## config.mk

```make
export PLATFORM = sky130hd
export DESIGN_NAME = clint_responder
export DESIGN_NICKNAME = d
export VERILOG_FILES = /design/src/rtl/clint_responder_pkg.sv /design/src/rtl/clint_responder_rtc_tick.sv /design/src/rtl/clint_responder.sv
export SDC_FILE = /design/constraint.sdc
export NUM_CORES = 1
export LEC_CHECK = 0
export BUFFER_PORTS_ARGS = -buffer_cell sky130_fd_sc_hd__buf_4
export CORE_MARGIN = 4
export CORE_UTILIZATION = 35
export CTS_CLUSTER_DIAMETER = 120
export CTS_CLUSTER_SIZE = 40
export DETAILED_ROUTE_END_ITERATION = 10
export GPL_TIMING_DRIVEN = 1
export PLACE_DENSITY = 0.64
export REMOVE_ABC_BUFFERS = 1
export SLEW_MARGIN = 20
export SYNTH_ARGS = -nofsm -noshare
export SYNTH_HDL_FRONTEND = slang
export SYNTH_HIERARCHICAL = 1
export SYNTH_SLANG_ARGS = --single-unit
```

## constraint.sdc

```tcl
create_clock -name clock -period 2.8 [get_ports clock]
set_clock_uncertainty 0.1 [all_clocks]
set_input_delay 0.14 -clock clock [delete_from_list [all_inputs] [get_ports clock]]
set_output_delay 0.14 -clock clock [all_outputs]
set_load 0.03 [all_outputs]
```

## src/rtl/clint_responder_pkg.sv

```systemverilog
// Shared CLINT configuration: address window, RTC divider, register offsets and FSM state type.
package clint_responder_pkg;

  localparam logic [31:0] clint_base_addr = 32'h0200_0000;
  localparam logic [31:0] clint_top_addr  = 32'h0200_BFFF;
  localparam int unsigned clk_freq        = 1_000_000_000;
  localparam int unsigned rtc_freq        = 100_000_000;
  localparam int unsigned clk_divider_rtc = clk_freq / (2 * rtc_freq) - 1;

  localparam logic [15:0] clint_msip_off     = 16'h0000;
  localparam logic [15:0] clint_mtimecmp_off = 16'h4000;
  localparam logic [15:0] clint_mtime_off    = 16'hBFF8;

  typedef enum logic {
    ST_IDLE,
    ST_RESP
  } clint_state_e;

  function automatic logic [31:0] merge_bytes(input logic [31:0] old_val,
                                              input logic [31:0] wdata,
                                              input logic [3:0]  wstrb);
    logic [31:0] r;
    r = old_val;
    for (int unsigned i = 0; i < 4; i++) begin
      if (wstrb[i]) r[8*i +: 8] = wdata[8*i +: 8];
    end
    return r;
  endfunction

endpackage

```

## src/rtl/clint_responder_rtc_tick.sv

```systemverilog
// RTC generator: divides the core clock into an rtc square wave and emits a
// one-cycle tick on each rising edge of rtc.
module clint_rtc_tick #(
  parameter int unsigned clk_divider_rtc = 4
) (
  input  logic reset,
  input  logic clock,
  output logic tick
);

  localparam int unsigned CW = (clk_divider_rtc < 1) ? 1 : $clog2(clk_divider_rtc + 1);

  logic [CW-1:0] cnt_q, cnt_d;
  logic          rtc_q, rtc_d;
  logic          rtc_prev_q, rtc_prev_d;
  logic          terminal;

  always_comb begin
    terminal   = (cnt_q == CW'(clk_divider_rtc));
    cnt_d      = terminal ? '0 : cnt_q + CW'(1);
    rtc_d      = rtc_q ^ terminal;
    rtc_prev_d = rtc_q;
  end

  always_ff @(posedge clock) begin
    if (reset) begin
      cnt_q      <= '0;
      rtc_q      <= 1'b0;
      rtc_prev_q <= 1'b0;
    end else begin
      cnt_q      <= cnt_d;
      rtc_q      <= rtc_d;
      rtc_prev_q <= rtc_prev_d;
    end
  end

  assign tick = rtc_q & ~rtc_prev_q;

endmodule

```

## src/rtl/clint_responder.sv

```systemverilog
// CLINT bus responder: msip, mtimecmp and mtime registers with a 1-cycle handshake.
// Define CLINT_MTIME_WRITE_EN to make mtime writable; otherwise mtime is read-only.
module clint_responder #(
  parameter logic [31:0] clint_base_addr = clint_responder_pkg::clint_base_addr,
  parameter int unsigned clk_divider_rtc = clint_responder_pkg::clk_divider_rtc
) (
  input  logic        reset,
  input  logic        clock,
  input  logic        clint_valid,
  input  logic [31:0] clint_addr,
  input  logic [31:0] clint_wdata,
  input  logic [3:0]  clint_wstrb,
  output logic [31:0] clint_rdata,
  output logic        clint_ready,
  output logic        clint_msip,
  output logic        clint_mtip
);

  import clint_responder_pkg::*;

  clint_state_e state_q, state_d;
  logic         msip_q, msip_d;
  logic [63:0]  mtimecmp_q, mtimecmp_d;
  logic [63:0]  mtime_q, mtime_d;
  logic         mtip_q, mtip_d;
  logic [31:0]  rdata_q, rdata_d;

  logic        tick;
  logic [31:0] off_full;
  logic [15:0] off;
  logic [31:0] rd_val;
  logic [63:0] mtime_inc;
  logic        unused_addr_bits;

  clint_rtc_tick #(
    .clk_divider_rtc(clk_divider_rtc)
  ) u_rtc_tick (
    .reset(reset),
    .clock(clock),
    .tick (tick)
  );

  assign off_full         = clint_addr - clint_base_addr;
  assign off              = {off_full[15:2], 2'b00};
  assign unused_addr_bits = ^{off_full[31:16], off_full[1:0]};
  assign mtime_inc        = mtime_q + 64'(tick);

  always_comb begin
    rd_val = '0;
    case (off)
      clint_msip_off:             rd_val[0] = msip_q;
      clint_mtimecmp_off:         rd_val    = mtimecmp_q[31:0];
      clint_mtimecmp_off + 16'd4: rd_val    = mtimecmp_q[63:32];
      clint_mtime_off:            rd_val    = mtime_q[31:0];
      clint_mtime_off + 16'd4:    rd_val    = mtime_q[63:32];
      default:                    rd_val    = '0;
    endcase
  end

  always_comb begin
    state_d    = state_q;
    msip_d     = msip_q;
    mtimecmp_d = mtimecmp_q;
    mtime_d    = mtime_inc;
    rdata_d    = rdata_q;
    mtip_d     = (mtime_q >= mtimecmp_q);

    case (state_q)
      ST_IDLE: begin
        if (clint_valid) begin
          state_d = ST_RESP;
          rdata_d = rd_val;
          // Written bytes override the ticked mtime; unwritten bytes keep the increment.
          case (off)
            clint_msip_off:
              if (clint_wstrb[0]) msip_d = clint_wdata[0];
            clint_mtimecmp_off:
              mtimecmp_d[31:0] = merge_bytes(mtimecmp_q[31:0], clint_wdata, clint_wstrb);
            clint_mtimecmp_off + 16'd4:
              mtimecmp_d[63:32] = merge_bytes(mtimecmp_q[63:32], clint_wdata, clint_wstrb);
`ifdef CLINT_MTIME_WRITE_EN
            clint_mtime_off:
              mtime_d[31:0] = merge_bytes(mtime_inc[31:0], clint_wdata, clint_wstrb);
            clint_mtime_off + 16'd4:
              mtime_d[63:32] = merge_bytes(mtime_inc[63:32], clint_wdata, clint_wstrb);
`endif
            default: ;
          endcase
        end
      end
      ST_RESP: state_d = ST_IDLE;
      default: state_d = ST_IDLE;
    endcase
  end

  always_ff @(posedge clock) begin
    if (reset) begin
      state_q    <= ST_IDLE;
      msip_q     <= 1'b0;
      mtimecmp_q <= '1;
      mtime_q    <= '0;
      mtip_q     <= 1'b0;
      rdata_q    <= '0;
    end else begin
      state_q    <= state_d;
      msip_q     <= msip_d;
      mtimecmp_q <= mtimecmp_d;
      mtime_q    <= mtime_d;
      mtip_q     <= mtip_d;
      rdata_q    <= rdata_d;
    end
  end

  assign clint_rdata = rdata_q;
  assign clint_ready = (state_q == ST_RESP);
  assign clint_msip  = msip_q;
  assign clint_mtip  = mtip_q;

endmodule

```

-- Yosys cells after proc, flatten, opt, wreduce, memory -nomap -nowiden
Index checks and enable logic that the tools add are counted.
- register bits after elaboration: 168
- output and inout bits: 35
- word-level logic and storage cells: 45
- add/subtract/negate cells: 3
- order comparisons: 1
- equality and inequality tests: 5
- multiplexer cells: 4
- bitwise operators: 4
- reduce and logical (&&, ||, !) cells: 12
- operator list (cell ; number):
    31-bit one-hot mux with 4 select lines ; 1
    64-bit by 1-bit adder with 64-bit output ; 1
    64-bit greater-or-equal comparator ; 1
    4-bit AND reduction ; 9
    14-bit by 13-bit == test with 1-bit output (second input constant) ; 2
    14-bit == test (second input constant) ; 2
    16-bit zero test ; 1
    16-bit by 1-bit subtractor with 16-bit output (second input constant) ; 1
    1-bit one-hot mux with 5 select lines ; 1
    3-bit by 1-bit adder with 3-bit output (second input constant) ; 1
    3-bit == test (second input constant) ; 1
    1-bit NOT ; 2
    1-bit one-hot mux with 2 select lines ; 1
    2-bit AND reduction ; 1
    2-bit OR reduction ; 1
    1-bit bitwise AND ; 1
    1-bit two-way mux ; 1
    1-bit bitwise XOR ; 1

-- Depth between registers and ports, before layout
Gate-level depths: netlist (run 1).
- depth after elaboration: 3
- mapped depth: 9

-- By module
Netlist (run 1), hierarchy kept.
- by module, submodules not included (module ; times used ; cells each ; area each (sq um) ; seq. area each (sq um)):
    clint_responder ; 1 ; 1081 ; 8827.2 ; 3263.1
    clint_rtc_tick ; 1 ; 19 ; 202.7 ; 100.1

-- Least setup slack after synthesis (run 1)
No wires, ideal clock.
- kind: reg-to-reg
- start point: register u_rtc_tick.rtc_q (netlist: u_rtc_tick/rtc_prev_d)
- end point: register mtime_q[54]
- setup time: 128 ps
- data arrival time: 1862 ps
- data required time: 2572 ps
- path slack: 711 ps
- cell stages (with the launch flop): 10
- path buffers: 1
- period minus slack after synthesis: 2089 ps
- cell sequence: dfxtp_1 nor2b_1 ha_1 ha_1 nand3_1 nor4_2 buf_2 nand4_1 xor2_1 nor2_1
- word-level cells in the longest chain between the ends: 2
- RTL lines (element ; RTL line ; RTL):
    from (decl) ; clint_responder_rtc_tick.sv:14 ; logic rtc_q, rtc_d;
    from (signal assigned) ; clint_responder_rtc_tick.sv:32 ; rtc_q <= rtc_d;
    1-bit bitwise AND ; clint_responder_rtc_tick.sv:37 ; assign tick = rtc_q & ~rtc_prev_q;
    via tick ; clint_responder.sv:28 ; logic tick;
    64-bit by 1-bit adder with 64-bit output ; clint_responder.sv:46 ; assign mtime_inc = mtime_q + 64'(tick);
    to (signal assigned) ; clint_responder.sv:108 ; mtime_q <= mtime_d;
    to (decl) ; clint_responder.sv:24 ; logic [63:0] mtime_q, mtime_d;
The timed path passes the listed nets, and every way through them passes these cells.
A chain may end at the register's enable or synchronous reset.

-- Final worst setup path (run 1)
- start point: register u_rtc_tick.rtc_q (netlist: u_rtc_tick/rtc_prev_d)
- end point: register mtime_q[44]
The elaborated chain is that of the path after synthesis.

==> flow_summary_export.csv, run 1 <==
group,metric,value,unit
cts,cts_buffer_depth,2,
routing,dr.pass1.iters,5,
floorplan,die-area,0.02843,sq mm
critical_path,cp_max_fo,21,
cells_and_area,multi_input_area,0.005216,sq mm
floorplan,dieWidth,168.6,um
timing,setup_viol,0,
yosys,ys_types,52,
critical_path,startpoint,"u_rtc_tick/rtc_prev_d",
yosys,syn_avg_cell_area,8.209,sq um
power_and_ir_drop,p_seq_frac,0.490,
global_route,grt_pass1_vias,7744,
cts,htree_levels,4,
cts,cts_tree,"built",
cells_and_area,insertedDiodeCount,0,
power_and_ir_drop,p_int,0.003769,W
yosys,synth_cells,1100,
routing,dr_wl_met3,791,um
critical_path,required,3.00,ns
yosys,ys_seq_elements,168,
cells_and_area,num-fill-cells,2508,
timing,min_period,2.427,ns
placement,postPlaceCellArea,0.01008,sq mm
cts,clockRootBuffer,"clkbuf_16",
placement,place.gp.congestion,0.8135,
routing,routedWlPerCell,15.64,um
cts,cts_sinks,168,
hold_path,holdCritStartpoint,"clint_addr[14]",
power_and_ir_drop,total_power,0.004900,W
routing,top_layer_used,"met4",
yosys,synth_area_leader_cell,"dfxtp_1",
timing,rsz0062_at_grt,"false",
timing,whs,0.03076,ns
power_and_ir_drop,switchingPower,0.001130,W
global_route,grt_overflow,0,
routing,wl,24280,um
routing,drt_drc_violations_left,0,
timing,max_freq,412.1,MHz
hold_path,worstHoldPathType,"primary input to flip-flop",
global_route,antenna_found_initial,0,
critical_path,criticalPathCategory,"flip-flop to flip-flop",
yosys,synth_commonest_cells,"168 x dfxtp_1, 160 x nand2_1, 112 x nor2_1, 71 x inv_1, 68 x ha_1",
power_and_ir_drop,max-vdd-ir-drop,0.3873,mV
routing,drtAntennaViolNets,0,
cells_and_area,fin_area,0.01101,sq mm
placement,port_buffers,87,
timing,drv_slew,0,
critical_path,endpoint_kind,"flip-flop",
cells_and_area,final_nets,1348,
yosys,yosysTopAreaCellShare,0.3725,
cts,path_clk_slew,0.07,ns
floorplan,start_util,0.3576,
timing,slew_headroom,0.6070,
cells_and_area,fin_util,0.4361,
routing,wl_met2,11390,um
power_and_ir_drop,power.density,444.9,mW/mm^2
floorplan,rows,58,
yosys,synth_area_leaders,"dfxtp_1 37%, ha_1 9.4%, nand2_1 6.7%, xor2_1 5.2%, nand3b_1 4.7%",
yosys,yosysWarnings,6,
routing,drt_iter0_drc,443,
timing,min_period_over_period,0.8666,
yosys,synthArstFlopShare,0,
critical_path,arrival,2.62,ns
yosys,synth_ff_type,"dfxtp_1",
floorplan,chipHeight,168.6,um
global_route,groute.usage.overall,0.1724,
cts,cts_buffers,17,
power_and_ir_drop,power_frac_comb,0.047,
status,status,"finished, final reports clean",
timing,fin_ws,0.3735,ns
floorplan,core,0.02525,sq mm
cells_and_area,drive_above_1_share,0.1252,
global_route,grt_pass1_wl,39850,um
power_and_ir_drop,leakage,5.523,nW
power_and_ir_drop,p_sw_frac,0.2307,
critical_path,r2r-start,"u_rtc_tick/rtc_prev_d",
critical_path,worst_setup_path_start_kind,"flip-flop",
floorplan,ios,106,
cts,insertion_delay,0.43,ns
timing,tightest_slew,0.5841,ns
routing,wl_met1,11790,um
yosys,syn_area,0.009030,sq mm
yosys,ys_seq_area_frac,0.3725,
cts,cts_resized,0,
timing,hold_viol,0,
yosys,synth-edff-count,0,
power_and_ir_drop,p_clk_frac,0.464,
routing,via_per_inst,5.054,
placement,dp_hpwl,17080,um
yosys,synth_most_common_cell,"dfxtp_1",
routing,via_count,7844,
run,maxCapViolations,0,
global_route,grt_start_max_net_pins,55,
cells_and_area,layout.area.seq,0.003363,sq mm
cells_and_area,area_growth,21.96,%
placement,post-place-ws,0.3866,ns
## timing repair
action                    CTS  global route
hold endpoints to repair   65             0
hold buffers               37             0
setup buffers               0             0
## routing by layer
layer,track usage,up-vias
li1,-,4021
met1,0.2354,3659
met2,0.2823,144
met3,0.03293,20
met4,0.04270,0
met5,0,-
## final timing paths
check	end	slack, ns	cells after the start
max	mtime_q[44]	0.37	9
min	clint_msip	0.03	5
max reg2reg	mtime_q[44]	0.37	9
min reg2reg	clint_rdata[1]	0.35	1
## cells by family after synthesis
kind of cell,count (synthesis),share of synthesized area
xor gates and xnor gates,61,0.05917
adders and majority gates,68,0.09422
muxes,35,0.03894
and+or+nand+nor,504,0.2834
buffers and inverters,124,0.05404
AOI/OAI and AO/OA,140,0.09783
DFF,168,0.3725
## layout by cell type, fill, tap and decap left out, drive strengths merged, types with 34 or more instances in the layout
| master | count |
|---|---|
| dfxtp | 168 |
| nand2 | 160 |
| nor2 | 112 |
| buf | 106 |
| inv | 74 |
| ha | 68 |
| nand3 | 64 |
| nand3b | 57 |
| xor2 | 54 |
| a21oi | 52 |
| dlygate4sd3 | 37 |
| nand4 | 35 |
| mux2i | 34 |
## flip-flops by register name, summed over array words and instances, names as in the netlist
| name | count |
|---|---|
| u_rtc_tick/rtc_prev_d | 1 |
| mtimecmp_q | 64 |
| clint_rdata | 32 |
| clint_msip | 1 |
| mtime_q | 64 |
| u_rtc_tick/cnt_q | 3 |
| clint_ready | 1 |
| clint_mtip | 1 |
| u_rtc_tick/rtc_prev_q | 1 |
## critical path, cell delays in order, from the launching register on
cell	delay [ns]
dfxtp_1	0.34
nor2b_1	0.13
ha_1	0.27
ha_1	0.30
nand3_1	0.27
nor4_4	0.36
buf_12	0.20
nand4_1	0.12
xor2_1	0.16
nor2_1	0.05
## power groups by stage
stage | Sequential, W | Combinational [W] | Clock [W]
3_3_place_gp | 0.00245 | 0.000189 | 0
2_1_floorplan | 0.00246 | 0.0000487 | 0
5_1_grt | 0.00240 | 0.000247 | 0.00243
6_report | 0.00240 | 0.000229 | 0.00227
4_1_cts | 0.00240 | 0.000231 | 0.00233
3_5_place_dp | 0.00245 | 0.000191 | 0
## cell type report
class / count / share of cell area
clock inverters: 13 / 0.01091
clock buffers: 19 / 0.04022
repair buffers: 143 / 0.1082
multi-input cells: 808 / 0.4736
well taps: 330 / 0.03749
inverters: 71 / 0.02420
flip-flops and latches: 168 / 0.3054
## per-stage QoR
| stage | setup TNS (ns) | std cells |
|---|---|---|
| floorplan | -39.98 | 1047 |
| global placement | 0 | 1483 |
| detailed placement | 0 | 1483 |
| CTS | 0 | 1552 |
| global route | 0 | 1552 |
| finish | 0 | 1552 |
Power figures use the tool's default switching activity.
==> run 2, diff against run 1 <==
--- a/config.mk
+++ b/config.mk
@@ -7,13 +7,12 @@
 export LEC_CHECK = 0
 export BUFFER_PORTS_ARGS = -buffer_cell sky130_fd_sc_hd__buf_4
 export CORE_MARGIN = 4
-export CORE_UTILIZATION = 35
+export CORE_UTILIZATION = 46
 export CTS_CLUSTER_DIAMETER = 120
 export CTS_CLUSTER_SIZE = 40
 export DETAILED_ROUTE_END_ITERATION = 10
 export GPL_TIMING_DRIVEN = 1
-export PLACE_DENSITY = 0.64
-export REMOVE_ABC_BUFFERS = 1
+export PLACE_DENSITY = 0.77
 export SLEW_MARGIN = 20
 export SYNTH_ARGS = -nofsm -noshare
 export SYNTH_HDL_FRONTEND = slang
==> flow_summary_export.csv, run 2 (synthesis gave the netlist of run 1 again) <==
group,metric,value,unit
cts,cts_buffer_depth,2,
cts,cts_tree,"built",
routing,drtAntennaViolNets,0,
cts,insertion_delay,0.43,ns
routing,dr.pass1.iters,5,
global_route,grt_pass1_vias,7996,
timing,max_freq,406.9,MHz
power_and_ir_drop,p_clk_frac,0.468,
critical_path,r2r_setup_slack,0.34,ns
timing,setup_tns,0,ns
global_route,grt_pass1_wl,40100,um
power_and_ir_drop,power.density,451.2,mW/mm^2
power_and_ir_drop,p_sw_frac,0.2345,
cts,cts_sinks,168,
cts,cts_resized,0,
routing,drt_iter0_drc,799,
cts,clockRootBuffer,"clkbuf_16",
cts,htree_levels,4,
cells_and_area,insertedDiodeCount,0,
power_and_ir_drop,total_power,0.004950,W
run,maxCapViolations,0,
routing,via_count,8258,
floorplan,core,0.01902,sq mm
power_and_ir_drop,leakage,5.561,nW
placement,place.gp.congestion,0.8865,
power_and_ir_drop,switchingPower,0.001161,W
critical_path,required,3.00,ns
floorplan,dieWidth,148.1,um
placement,port_buffers,87,
critical_path,criticalPathCategory,"flip-flop to flip-flop",
routing,drt_drc_violations_left,0,
status,status,"finished, final reports clean",
cts,cts_buffers,17,
timing,drv_slew,0,
timing,min_period_over_period,0.8776,
timing,rsz0062_at_grt,"false",
floorplan,start_util,0.4748,
global_route,antenna_found_initial,0,
critical_path,endpoint_kind,"flip-flop",
power_and_ir_drop,power_frac_comb,0.047,
critical_path,arrival,2.66,ns
cells_and_area,num-fill-cells,1671,
timing,slew_headroom,0.5772,
routing,via_per_inst,5.557,
global_route,grt_start_max_net_pins,139,
timing,tightest_slew,0.6342,ns
floorplan,ios,106,
placement,dp_hpwl,17670,um
routing,wl,24700,um
global_route,grt_overflow,0,
timing,min_period,2.457,ns
power_and_ir_drop,p_seq_frac,0.485,
cells_and_area,final_common_cell,"dfxtp_1",
power_and_ir_drop,p_int,0.003790,W
critical_path,worst_setup_path_start_kind,"flip-flop",
cells_and_area,area_growth,21.49,%
timing,setup_viol,0,
cts,path_clk_slew,0.07,ns
power_and_ir_drop,max-vdd-ir-drop,0.4531,mV
floorplan,die-area,0.02194,sq mm
cts,cts_setup_buffers,0,
timing,hold_viol,0,
floorplan,chipHeight,148.1,um
cells_and_area,final_cell_mix,"168 x dfxtp_1, 160 x nand2_1, 111 x nor2_1",
cells_and_area,drive_above_1_share,0.1289,
floorplan,rows,50,
hold_path,worstHoldPathType,"primary input to flip-flop",
critical_path,cp_max_fo,15,
global_route,groute.usage.overall,0.2251,
cells_and_area,final_nets,1352,
cts,cts_hold_buf,37,
routing,routedWlPerCell,16.62,um
yosys,syn_nets,1239,
==> run 2: layer usage <==
| metal | GRT usage | share of wire | up-vias |
|---|---|---|---|
| met1 | 0.2866 | 0.43 | 3901 |
| met3 | 0.03900 | 0.061 | 51 |
| li1 | - | - | 4027 |
| met5 | 0 | 0 | - |
| met4 | 0.08037 | 0.024 | 0 |
| met2 | 0.3850 | 0.48 | 279 |
==> run 2: worst paths after layout <==
kind | start | end | cells past startpoint
worst max-delay path | u_rtc_tick/rtc_prev_d | mtime_q[60] | 9
worst min-delay path | clint_valid | clint_ready | 3
worst max register to register | u_rtc_tick/rtc_prev_d | mtime_q[60] | 9
worst min register to register | clint_rdata[8] | clint_rdata[8] | 2
==> run 2: worst max-delay path, stage by stage, from the launching register on <==
cell	delay [ns]
dfxtp_1	0.33
nor2b_1	0.13
ha_1	0.26
ha_1	0.28
nand3_1	0.24
nor4_4	0.35
buf_4	0.27
nand4_1	0.13
xor2_1	0.17
nor2_1	0.06
==> run 2: cell type report <==
class / count / area, sq um / share of cell area
inverters: 71 / 266.5 / 0.02429
clock inverters: 14 / 138.9 / 0.01266
clock buffers: 18 / 439.2 / 0.04003
multi-input cells: 808 / 5216 / 0.4755
repair buffers: 147 / 1221 / 0.1113
well taps: 260 / 325.3 / 0.02965
flip-flops and latches: 168 / 3363 / 0.3066
==> run 2: power by group through the flow <==
| stage | clock, W | sequential, W | combinational (W) |
|---|---|---|---|
| CTS | 0.00234 | 0.00240 | 0.000231 |
| global placement | 0 | 0.00245 | 0.000188 |
| detailed placement | 0 | 0.00245 | 0.000189 |
| floorplan | 0 | 0.00246 | 0.0000882 |
| finish | 0.00232 | 0.00240 | 0.000234 |
| global route | 0.00243 | 0.00240 | 0.000250 |
==> run 2: metrics by stage <==
step                instance area, sq um  std cells  setup slack (ns)  utilization  hold WS [ns]
floorplan                           9030       1100            0.7109            -        0.1091
global placement                   10020       1417            0.4269       0.5270        0.2497
detailed placement                 10020       1417            0.3681       0.5270        0.2475
CTS                                10970       1486            0.3312       0.5768       0.03744
global route                       10970       1486            0.1263       0.5768       0.06616
finish                             10970       1486            0.3426       0.5768       0.05178
